==> config.mk <==
export PLATFORM = sky130hd
export DESIGN_NAME = lsr8_seq_flat
export DESIGN_NICKNAME = d
export VERILOG_FILES = /design/src/rtl/lsr8_seq_pkg.sv /design/src/rtl/lsr8_seq_if.sv /design/src/rtl/lsr8_step.sv /design/src/rtl/lsr8_seq.sv /design/src/flat_wrapper.sv
export SDC_FILE = /design/constraint.sdc
export NUM_CORES = 1
export LEC_CHECK = 0
export BUFFER_PORTS_ARGS = -buffer_cell sky130_fd_sc_hd__buf_2
export CORE_MARGIN = 5
export CORE_UTILIZATION = 35
export DETAILED_ROUTE_END_ITERATION = 7
export PLACE_DENSITY_LB_ADDON = 0.1
export SLEW_MARGIN = 20
export SYNTH_ARGS = -nofsm -noshare
export SYNTH_HDL_FRONTEND = slang
export SYNTH_SLANG_ARGS = --single-unit
export TNS_END_PERCENT = 100
==> constraint.sdc <==
create_clock -name clk -period 1.52 [get_ports clk]
set_input_delay 0.152 -clock clk [delete_from_list [all_inputs] [get_ports clk]]
set_output_delay 0.152 -clock clk [all_outputs]
set_load 0.05 [all_outputs]
==> src/rtl/lsr8_seq_pkg.sv <==
// lsr8_seq_pkg: shared types and constants for the sequential right shifter.
// Holds the FSM state enum, datapath width, per-cycle step limit and step helper.
package lsr8_seq_pkg;

  localparam int W        = 8;
  localparam int STEP_MAX = 3;

  typedef enum logic [1:0] {
    IDLE  = 2'd0,
    SHIFT = 2'd1,
    DONE  = 2'd2
  } state_t;

  function automatic logic [1:0] step_of(
    input logic [2:0] r
  );
    if (r > 3'(STEP_MAX))
      return 2'(STEP_MAX);
    return r[1:0];
  endfunction

endpackage

==> src/rtl/lsr8_seq_if.sv <==
// lsr8_seq_if: start/done request bus of lsr8_seq.
// master drives start/d_in/shamt[/op]; slave returns busy/done/d_out.
interface lsr8_seq_if;
  import lsr8_seq_pkg::*;

  logic         start;
  logic [W-1:0] d_in;
  logic [2:0]   shamt;
`ifdef LSR8_SEQ_ASR_EN
  logic         op;
`endif
  logic         busy;
  logic         done;
  logic [W-1:0] d_out;

  modport master (
    output start,
    output d_in,
    output shamt,
`ifdef LSR8_SEQ_ASR_EN
    output op,
`endif
    input  busy,
    input  done,
    input  d_out
  );

  modport slave (
    input  start,
    input  d_in,
    input  shamt,
`ifdef LSR8_SEQ_ASR_EN
    input  op,
`endif
    output busy,
    output done,
    output d_out
  );

endinterface

==> src/rtl/lsr8_step.sv <==
// lsr8_step: combinational 0-3 bit right shift, vacated bits take fill.
// Ports: a (value), sh (step), fill (fill bit), y (shifted value).
module lsr8_step
  import lsr8_seq_pkg::*;
(
  input  logic [W-1:0] a,
  input  logic [1:0]   sh,
  input  logic         fill,
  output logic [W-1:0] y
);

  logic [W+STEP_MAX-1:0] ext;

  assign ext = {{STEP_MAX{fill}}, a};

  for (genvar i = 0; i < W; i++) begin : g_mux
    assign y[i] = sh[1]
      ? (sh[0] ? ext[i+3] : ext[i+2])
      : (sh[0] ? ext[i+1] : ext[i]);
  end

endmodule

==> src/rtl/lsr8_seq.sv <==
// lsr8_seq: iterative 8-bit shift right, up to 3 bits per clock.
// Ports: clk, reset (sync, high), bus (slave); LSR8_SEQ_ASR_EN adds op/sign fill.
module lsr8_seq
  import lsr8_seq_pkg::*;
(
  input  logic       clk,
  input  logic       reset,
  lsr8_seq_if.slave  bus
);

  state_t       state_q;
  state_t       state_d;
  logic [W-1:0] acc_q;
  logic [2:0]   rem_q;
  logic [W-1:0] dout_q;
  logic [1:0]   step;
  logic [W-1:0] shifted;
  logic         fill;
  logic         last;
  logic         accept;

`ifdef LSR8_SEQ_ASR_EN
  logic op_q;
  assign fill = op_q & acc_q[W-1];
`else
  assign fill = 1'b0;
`endif

  assign step   = step_of(rem_q);
  assign last   = rem_q <= 3'(STEP_MAX);
  assign accept = bus.start
    && (state_q == IDLE || state_q == DONE);

  lsr8_step u_step (
    .a    (acc_q),
    .sh   (step),
    .fill (fill),
    .y    (shifted)
  );

  always_ff @(posedge clk) begin
    if (reset)
      state_q <= IDLE;
    else
      state_q <= state_d;
  end

  always_comb begin
    state_d = state_q;
    unique case (1'b1)
      (state_q == IDLE),
      (state_q == DONE): begin
        if (!bus.start)
          state_d = IDLE;
        else if (bus.shamt == 3'd0)
          state_d = DONE;
        else
          state_d = SHIFT;
      end
      (state_q == SHIFT): begin
        if (last)
          state_d = DONE;
      end
      default: state_d = IDLE;
    endcase
  end

  always_comb begin
    bus.busy  = 1'b0;
    bus.done  = 1'b0;
    bus.d_out = dout_q;
    unique case (1'b1)
      (state_q == SHIFT): bus.busy = 1'b1;
      (state_q == DONE):  bus.done = 1'b1;
      default: ;
    endcase
  end

  always_ff @(posedge clk) begin
    if (reset) begin
      acc_q  <= '0;
      rem_q  <= '0;
      dout_q <= '0;
`ifdef LSR8_SEQ_ASR_EN
      op_q   <= 1'b0;
`endif
    end else if (accept) begin
      acc_q <= bus.d_in;
      rem_q <= bus.shamt;
`ifdef LSR8_SEQ_ASR_EN
      op_q  <= bus.op;
`endif
      if (bus.shamt == 3'd0)
        dout_q <= bus.d_in;
    end else if (state_q == SHIFT) begin
      acc_q <= shifted;
      rem_q <= rem_q - {1'b0, step};
      if (last)
        dout_q <= shifted;
    end
  end

endmodule
==> src/flat_wrapper.sv <==
// flat-port wrapper written by rule: the top's interface ports become plain ports
module lsr8_seq_flat import lsr8_seq_pkg::*;
  (clk, reset, bus_start, bus_d_in, bus_shamt, bus_busy, bus_done, bus_d_out);
  lsr8_seq_if bus_i ();
  input  logic clk;
  input  logic reset;
  input wire logic [$bits(bus_i.start)-1:0] bus_start;
  input wire logic [$bits(bus_i.d_in)-1:0] bus_d_in;
  input wire logic [$bits(bus_i.shamt)-1:0] bus_shamt;
  output wire logic [$bits(bus_i.busy)-1:0] bus_busy;
  output wire logic [$bits(bus_i.done)-1:0] bus_done;
  output wire logic [$bits(bus_i.d_out)-1:0] bus_d_out;
  assign bus_i.start = bus_start;
  assign bus_i.d_in = bus_d_in;
  assign bus_i.shamt = bus_shamt;
  assign bus_busy = bus_i.busy;
  assign bus_done = bus_i.done;
  assign bus_d_out = bus_i.d_out;
  lsr8_seq u_core (.clk(clk), .reset(reset), .bus(bus_i));
endmodule
==> Word level (Yosys, flattened, before mapping) <==
Cells that the tools add are included.
W data, S select, Z words.
{ "classes": {"addsub": 1, "magnitude_cmp": 2, "eq_ne": 4, "n_mux": 33, "n_reduce_logical": 8} }
{ "ops": {"columns": ["cell", "n"], "rows": [
  ["$mux W8", 6],
  ["$mux W1", 19],
  ["$mux W2", 5],
  ["$mux W3", 2],
  ["$pmux W2 S2", 1],
  ["$reduce_bool A2 Y1", 2],
  ["$gt A3 B2 Y1 const B", 1],
  ["$le A3 B2 Y1 const B", 1],
  ["$logic_not A3 Y1", 1],
  ["$reduce_and A3 Y1", 1],
  ["$sub A3 B2 Y3", 1],
  ["$eq A2 B1 Y1 const B", 1],
  ["$eq A2 B2 Y1 const B", 1],
  ["$logic_not A2 Y1", 1],
  ["$ne A2 B1 Y1 const B", 1],
  ["$ne A2 B2 Y1 const B", 1],
  ["$reduce_or A2 Y1", 1],
  ["$logic_and A1 B1 Y1", 1],
  ["$logic_or A1 B1 Y1", 1]
]} }
{ "word_totals": {"regBits": 21, "in_bits": 14, "out_inout_bits": 10, "wordCells": 52} }

==> Depth between registers and ports, before layout <==
Gate-level depths: netlist (run 1).
{ "depth": {"word_depth": 8, "mapped_depth": 6, "ltp_nobuf": 5} }

==> Hierarchy <==
Synthesis (run 1) repeated with hierarchy kept, for this count alone.
{ "hier_totals": {"cells_unflattened": 109, "hier_area_um2": 1231.2} }
{ "by_module_without_submodules": {"columns": ["mod", "n_inst", "cells_each", "area_each_um2", "seq_area_each_um2"], "rows": [
  ["lsr8_seq", 1, 97, 1019.7, 420.4],
  ["lsr8_step", 1, 12, 211.5, 0.0]
]} }

==> Least setup slack after synthesis (run 1) <==
Ideal clock, no wire load.
{ "synth_timing": {"path_kind": "reg-to-reg", "start": "register u_core.state_q[1]", "end": "register u_core.acc_q[5]", "setup_time_ns": 0.070, "arrival_ns": 1.429, "t_required_ns": 1.450, "slack_ns": 0.020, "stages_incl_launch_ff": 6, "path_buffers": 0, "synth_period_minus_slack_ns": 1.500, "path_cell_list": "dfxtp_1 > nand2b_1 > inv_1 > nor2_1 > a211o_1 > a21oi_1"} }
{ "synth_between": {"elab_chain_cells": 4, "elab_cells_between_ends": 7, "classes_between": "eq/ne: 2; mux: 1; reduce/logical: 4"} }
{ "synth_lines": {"columns": ["item", "line_no", "rtl"], "rows": [
  ["from (decl)", "lsr8_seq.sv:11", "state_t state_q;"],
  ["from (signal assigned)", "lsr8_seq.sv:45", "state_q <= state_d;"],
  ["$eq A2 B2 Y1 or $logic_not A2 Y1 (tied branches)", "lsr8_seq.sv:32", "&& (state_q == IDLE || state_q == DONE);"],
  ["$logic_or A1 B1 Y1", "lsr8_seq.sv:32", null],
  ["$logic_and A1 B1 Y1", "lsr8_seq.sv:32", null],
  ["$mux W8 or $reduce_bool A2 Y1 (tied branches)", null, null],
  ["to (signal assigned)", "lsr8_seq.sv:88", "acc_q <= bus.d_in;"],
  ["to (signal assigned)", "lsr8_seq.sv:96", "acc_q <= shifted;"],
  ["to (decl)", "lsr8_seq.sv:13", "logic [W-1:0] acc_q;"]
]} }
Parallel ways exist; a longest one is shown, timed or not.
A chain may end at the register's enable or synchronous reset.

==> Worst setup path after layout (run 1) <==
{ "layout_timing": {"start": "register u_core.rem_q[2]", "end": "register u_core.rem_q[2]"} }
{ "layout_between": {"elab_chain_cells": 6} }
{ "layout_lines": {"columns": ["item", "line_no", "rtl"], "rows": [
  ["from (decl)", "lsr8_seq.sv:14", "logic [2:0] rem_q;"],
  ["from (signal assigned)", "lsr8_seq.sv:89", "rem_q <= bus.shamt;"],
  ["from (signal assigned)", "lsr8_seq.sv:97", "rem_q <= rem_q - {1'b0, step};"],
  ["$gt A3 B2 Y1", "lsr8_seq_pkg.sv:17", "if (r > 3'(STEP_MAX))"],
  ["$mux W1", "lsr8_seq_pkg.sv:17", null],
  ["$mux W2", "lsr8_seq_pkg.sv:19", "return r[1:0];"],
  ["$sub A3 B2 Y3 *", "lsr8_seq.sv:97", null],
  ["$mux W3 *", "lsr8_seq.sv:95", "end else if (state_q == SHIFT) begin"],
  ["$mux W3 *", "lsr8_seq.sv:87", "end else if (accept) begin"]
]} }
Every way passes the cells marked *; elsewhere a longest branch is shown, timed or not. The select of a mux whose other input is x is not followed.

==> results of run 1 <==
==> final cells by class <==
| cell class | instances | area, µm² | share of cell area [%] |
|---|---|---|---|
| sequential | 21 | 422 | 33.0 |
| tap | 33 | 41.3 | 3.23 |
| multi-input combinational | 88 | 602 | 47.1 |
| inverter | 1 | 3.75 | 0.294 |
| timing repair buffer | 30 | 183 | 14.3 |
| clock inverter | 1 | 5.00 | 0.391 |
| clock buffer | 3 | 22.5 | 1.76 |
==> power breakdown <==
part,total [mW],switching (mW),internal [mW]
Sequential,0.643,0.0400,0.603
Clock,0.276,0.178,0.0981
Combinational,0.418,0.254,0.164
Total,1.34,0.472,0.865
==> logic make-up (layout without fill, tap and decap cells) <==
logic type / after synthesis / in the layout / synth area share [%]
compound gates: 36 / 36 / 27.4
fa+ha+maj: 1 / 1 / 1.19
buf+inv: 8 / 35 / 4.51
flops: 21 / 21 / 39.9
mux: 8 / 8 / 7.60
simple gates: 43 / 43 / 19.4
==> layout by cell type, fill, tap and decap left out <==
master	synthesis	routed
inv_1	1	1
nand2b_1	4	2
and2_0	1	1
o22ai_4	1	1
ha_1	1	1
o21ai_0	3	2
a211oi_1	3	3
dfxtp_2	0	1
clkinv_2	0	1
nand2b_2	0	2
nor2b_1	3	3
dfxtp_1	21	20
nor2_1	17	17
mux2i_1	8	8
nor3_1	2	2
a31oi_1	1	1
a311oi_1	10	9
a22oi_1	2	2
a2bb2oi_1	2	2
o21ai_1	0	1
a211o_1	1	1
nor2_4	1	1
or3_4	0	1
nand3_1	1	1
nand2_1	10	10
o22a_1	5	5
a21o_1	1	1
buf_12	0	1
a21oi_1	6	6
a311oi_2	1	2
buf_4	0	6
clkbuf_4	0	4
or3_1	3	2
buf_2	2	22
nor3b_1	1	1
==> metal layers <==
layer  GRT usage [%]  share of wire, %  wire, µm
met5               0                 0         0
met4            3.96               1.1        27
met3            2.95               6.4       162
met2            18.0                44      1120
met1            17.8                49      1230
==> final timing paths <==
path | from | end | slack [ps] | cells after the start
setup / recovery | u_core.rem_q[2] | u_core.rem_q[2] | 70 | 6
hold / removal | bus_d_in[7] | u_core.bus.d_out[7] | 110 | 3
setup reg to reg | u_core.rem_q[2] | u_core.rem_q[2] | 70 | 6
hold reg to reg | u_core.bus.d_out[6] | u_core.bus.d_out[6] | 500 | 2
==> registers in the layout, indices dropped and copies added, names as in the netlist <==
signal / count
u_core.rem_q: 3
u_core.bus.d_out: 8
u_core.acc_q: 8
u_core.state_q: 2
==> worst reg2reg max path, cell delays in order (launching register included) <==
cell	delay [ps]
dfxtp_1	470
buf_4	210
nand2b_1	90
ha_1	200
and2_0	130
o21ai_0	140
a21oi_1	90
==> flow_metrics.tcl, run 1 <==
set metrics [dict create \
    area_growth_pct 21.4 \
    synth.top_cell.area_share_pct 39.9 \
    cts_root_buf "clkbuf_4" \
    cts_resized 0 \
    overflow 0 \
    final_layout_size_suffix_gt1_share_pct 29.2 \
    ys_ff_latch 21 \
    fin_ws_ps 74.1 \
    worst_pin_slew_ps 426 \
    synth_nets 132 \
    drt_iter0_drc 41 \
    antenna_left 0 \
    cp_num_buf_inv 1 \
    core_area_um2 2980 \
    required_ps 1700 \
    ys_types 29 \
    period_minus_slack_ps 1450 \
    crit_type "flip-flop to flip-flop" \
    vias 995 \
    cts_setup_buffers 0 \
    die_area_um2 4210 \
    max_freq_mhz 692 \
    synth_area_per_cell_um2 9.00 \
    nets 160 \
    hold_violations 0 \
    path_delay_family "flip-flops" \
    min_path_type "input port to flip-flop" \
    arrival_ps 1630 \
    grt_use_total_pct 12.4 \
    synth.most_common_cell "dfxtp_1" \
    place.port_buffers 23 \
    powerDensity_nw_per_um2 1050 \
    total_power_mw 1.34 \
    die-height_um 64.9 \
    grt_max_degree 22 \
    grt_pass1_vias 860 \
    clk_latency_ps 300 \
    maxCapViolCount 0 \
    p_leak_nw 0.543 \
    crit_fanout 6 \
    skew_ps 4.84 \
    rows 20 \
    clkTransAtPathRegs_ps 130 \
    nFillCells 295 \
    syn-instance-count 117 \
    h-tree-depth 1 \
    first_pass_iters 4 \
    seq_area_frac_synth_pct 39.9 \
    synth_edf_count 0 \
    synth_area_leaders "dfxtp_1, a311oi_1, mux2i_1, nor2_1, o22a_1" \
    totalNegativeSetupSlack_ps 0 \
    yosysTopAreaCell "dfxtp_1" \
    finalInstanceArea_um2 1280 \
    setup_violations 0 \
    final_cells 177 \
    slowest_delay_ps 470 \
    antenna_found_initial 0 \
    drt_wl_total_um 2540 \
    async_flop_share_pct 0 \
    avgRoutedWirePerCell_um 14.4 \
    antenna_cells 0 \
    cts_tree "done" \
    cp_cell_sequence "buf_4 -> nand2b_1 -> ha_1 -> and2_0 -> o21ai_0 -> a21oi_1" \
    slew_viol_final 0 \
    dp_slack_ps 40.5 \
    final_util_pct 42.9 \
    grt_setup_unrepaired "false" \
    hold_slack_ps 114 \
    cts.path.max_buffers 2 \
    via_per_inst 5.62 \
    status "finished clean" \
    fin_crit_sh_pct 95.1 \
    die_w_um 64.9 \
    start_kind "flip-flop" \
    ys.flop_type "dfxtp_1" \
    clock-sinks 21 \
    grt_pass1_wl_um 4110 \
    cts-buffers-inserted 3 \
    dpl.cell_count 173 \
    num_io_pins 24 \
    start_util_pct 35.4 \
    gp_congestion 0.794 \
    dp_hpwl_um 1840 \
    crit_slowest_cell "dfxtp_1" \
    drc_errors 0 \
    netlist_area_um2 1050 \
    placed_area_um2 1230 \
    synth_top_cells_by_count "dfxtp_1, nor2_1, a311oi_1, nand2_1, mux2i_1" \
    cts-hold-fix-buffers 0 \
    relSlewSlack_pct 71.6 \
    ir_drop_uv 378 \
    cp-end-kind "flip-flop" \
    yosysWarnings 0 \
]
Power figures use the tool's default switching activity.
==> run 2: changes to the inputs <==
--- a/config.mk
+++ b/config.mk
@@ -11,4 +11,5 @@
 export DETAILED_ROUTE_END_ITERATION = 7
 export PLACE_DENSITY_LB_ADDON = 0.1
+export REMOVE_ABC_BUFFERS = 1
 export SLEW_MARGIN = 20
 export SYNTH_ARGS = -nofsm -noshare
==> constraint.sdc (replaced) <==
create_clock -name clk -period 1.52 [get_ports clk]
set_input_delay 0.456 -clock clk [delete_from_list [all_inputs] [get_ports clk]]
set_output_delay 0.456 -clock clk [all_outputs]
set_load 0.05 [all_outputs]
==> run 2 against run 1 <==
Compared with the run above:
- critical path depth is 2 lower
- clock skew hardly changed
- utilization is 3.3 points higher
- wire length is 1.3% higher
- flip-flop and latch count stayed put
- total power is 3.0% higher
- first-iteration DRC count is 22% lower
- design area is 7.7% higher
- cell count is 5.1% higher
- register-to-register slack hardly changed
- global-route usage is 0.80 points higher
- critical endpoint is now u_core.acc_q[1]
- largest cell class unchanged
==> flow_metrics.tcl, run 2 (synthesis gave the netlist of run 1 again) <==
set metrics [dict create \
    status "finished clean" \
    hold_violations 0 \
    h-tree-depth 1 \
    slowest_delay_ps 390 \
    relSlewSlack_pct 63.8 \
    slew_viol_final 0 \
    highest-signal-layer "met4" \
    fin_ws_ps 87.0 \
    placed_area_um2 1320 \
    antenna_found_initial 0 \
    crit_cells 4 \
    required_ps 1730 \
    worst_pin_slew_ps 537 \
    grt_pass1_wl_um 4400 \
    avgRoutedWirePerCell_um 13.8 \
    num_io_pins 24 \
    cts-buffers-inserted 3 \
    drt_iter0_drc 32 \
    reg2reg_slack_ps 90 \
    grt_max_degree 22 \
    clock-sinks 21 \
    start_util_pct 35.4 \
    die_area_um2 4210 \
    overflow 0 \
    final_layout_size_suffix_gt1_share_pct 32.7 \
    cts.path.max_buffers 2 \
    vias 1008 \
    totalNegativeSetupSlack_ps 0 \
    dp_slack_ps -193 \
    min_path_type "input port to flip-flop" \
    min-delay-start "bus_d_in[7]" \
    reg2reg_to "u_core.acc_q[1]" \
    clkPwrFrac_pct 19.6 \
    cts_tree "done" \
    start_kind "flip-flop" \
    finalInstanceArea_um2 1380 \
    nets 169 \
    final_util_pct 46.3 \
    nFillCells 291 \
    grt_use_total_pct 13.2 \
    grt_setup_unrepaired "true" \
    total_power_mw 1.38 \
    crit_type "flip-flop to flip-flop" \
    r2r_cells 4 \
    r2r_start "u_core.state_q[0]" \
    dr_wl_met3_um 95 \
    layout_common_cells "buf_2, dfxtp_1, nor2_1" \
    dr_wl_met2_um 1190 \
    p_sw_share_pct 34.0 \
    skew_ps 4.95 \
    powerDensity_nw_per_um2 999 \
    cts_root_buf "clkbuf_4" \
    hold_end "u_core.bus.d_out[7]" \
    rows 20 \
    met1_length_um 1270 \
    max_freq_mhz 698 \
    multi_input_area_um2 598 \
    maxCapViolCount 0 \
    setup_violations 0 \
    grt_pass1_vias 987 \
    place.port_buffers 23 \
    p_sw_mw 0.467 \
    dp_hpwl_um 1970 \
    first_pass_iters 4 \
    ir_drop_uv 497 \
    path_delay_family "compound AO/OA/AOI/OAI gates" \
    min_delay_path_depth 3 \
    p_leak_nw 0.595 \
    core_area_um2 2980 \
    drc_errors 0 \
    crit_slowest_cell "dfxtp_2" \
    arrival_ps 1640 \
    via_per_inst 5.42 \
    seq_power_share_pct 46.7 \
    cellInternalPower_mw 0.909 \
    die-height_um 64.9 \
    period_minus_slack_ps 1430 \
    fin_crit_sh_pct 94.3 \
    cp_cell_sequence "nand2b_1 -> o21ai_0 -> o22a_1 -> a311oi_1" \
    cp_num_buf_inv 0 \
    area_growth_pct 30.8 \
    die_w_um 64.9 \
    clkTransAtPathRegs_ps 120 \
    antenna_left 0 \
    gp_congestion 0.724 \
    antenna_cells 0 \
    final_common_cell "buf_2" \
    crit_fanout 5 \
    drt_wl_total_um 2570 \
    p_comb_share_pct 33.7 \
    area.sequential_um2 423 \
    clk_latency_ps 300 \
    cp-end-kind "flip-flop" \
]
-- run 2: area by class of cell --
class,instances,share of cell area [%]
Tap cell,33,3.00
Timing Repair Buffer,39,20.7
Multi-Input combinational cell,88,43.4
Sequential cell,21,30.7
Clock buffer,4,1.91
Inverter,1,0.272
-- run 2: worst min-delay path, cell delays in order --
cell and delay, ps:
buf_2 100, nand2_1 50, a311oi_1 80
-- run 2: power groups by stage --
stage / logic (mW) / registers (mW) / clock network [mW]
after detailed placement: 0.453 / 0.654 / 0
final: 0.464 / 0.643 / 0.269
after global placement: 0.447 / 0.652 / 0
after CTS: 0.462 / 0.641 / 0.284
after global routing: 0.508 / 0.650 / 0.310
after floorplan: 0.215 / 0.718 / 0
-- run 2: worst max path at each step --
stage,startpoint,slack (ps),endpoint
after floorplan,bus_start,-140,u_core.bus.d_out[6]
after global placement,bus_start,-160,u_core.acc_q[0]
after detailed placement,bus_start,-190,u_core.bus.d_out[3]
after CTS,u_core.rem_q[2],20,u_core.bus.d_out[3]
after global routing,u_core.state_q[0],-10,u_core.acc_q[0]
final,u_core.state_q[0],90,u_core.acc_q[1]
-- run 2: timing repair --
action,in CTS,in global routing
setup buffers,1,0
resized for setup,4,6
cloned,0,0
endpoints found under the setup margin,1,7
hold buffers,0,0
pin swaps,0,1
-- run 2: metal layers --
| metal | vias up | track usage (%) |
|---|---|---|
| met4 | 0 | 3.17 |
| met5 | - | 0 |
| met1 | 481 | 16.8 |
| met2 | 13 | 22.0 |
| met3 | 2 | 3.47 |
| li1 | 512 | - |
-- run 2: metrics by stage --
step	hold WS, ps	cells
2_1_floorplan	450	110
3_3_place_gp	481	181
3_5_place_dp	490	181
4_1_cts	410	186
5_1_grt	422	186
6_report	423	186
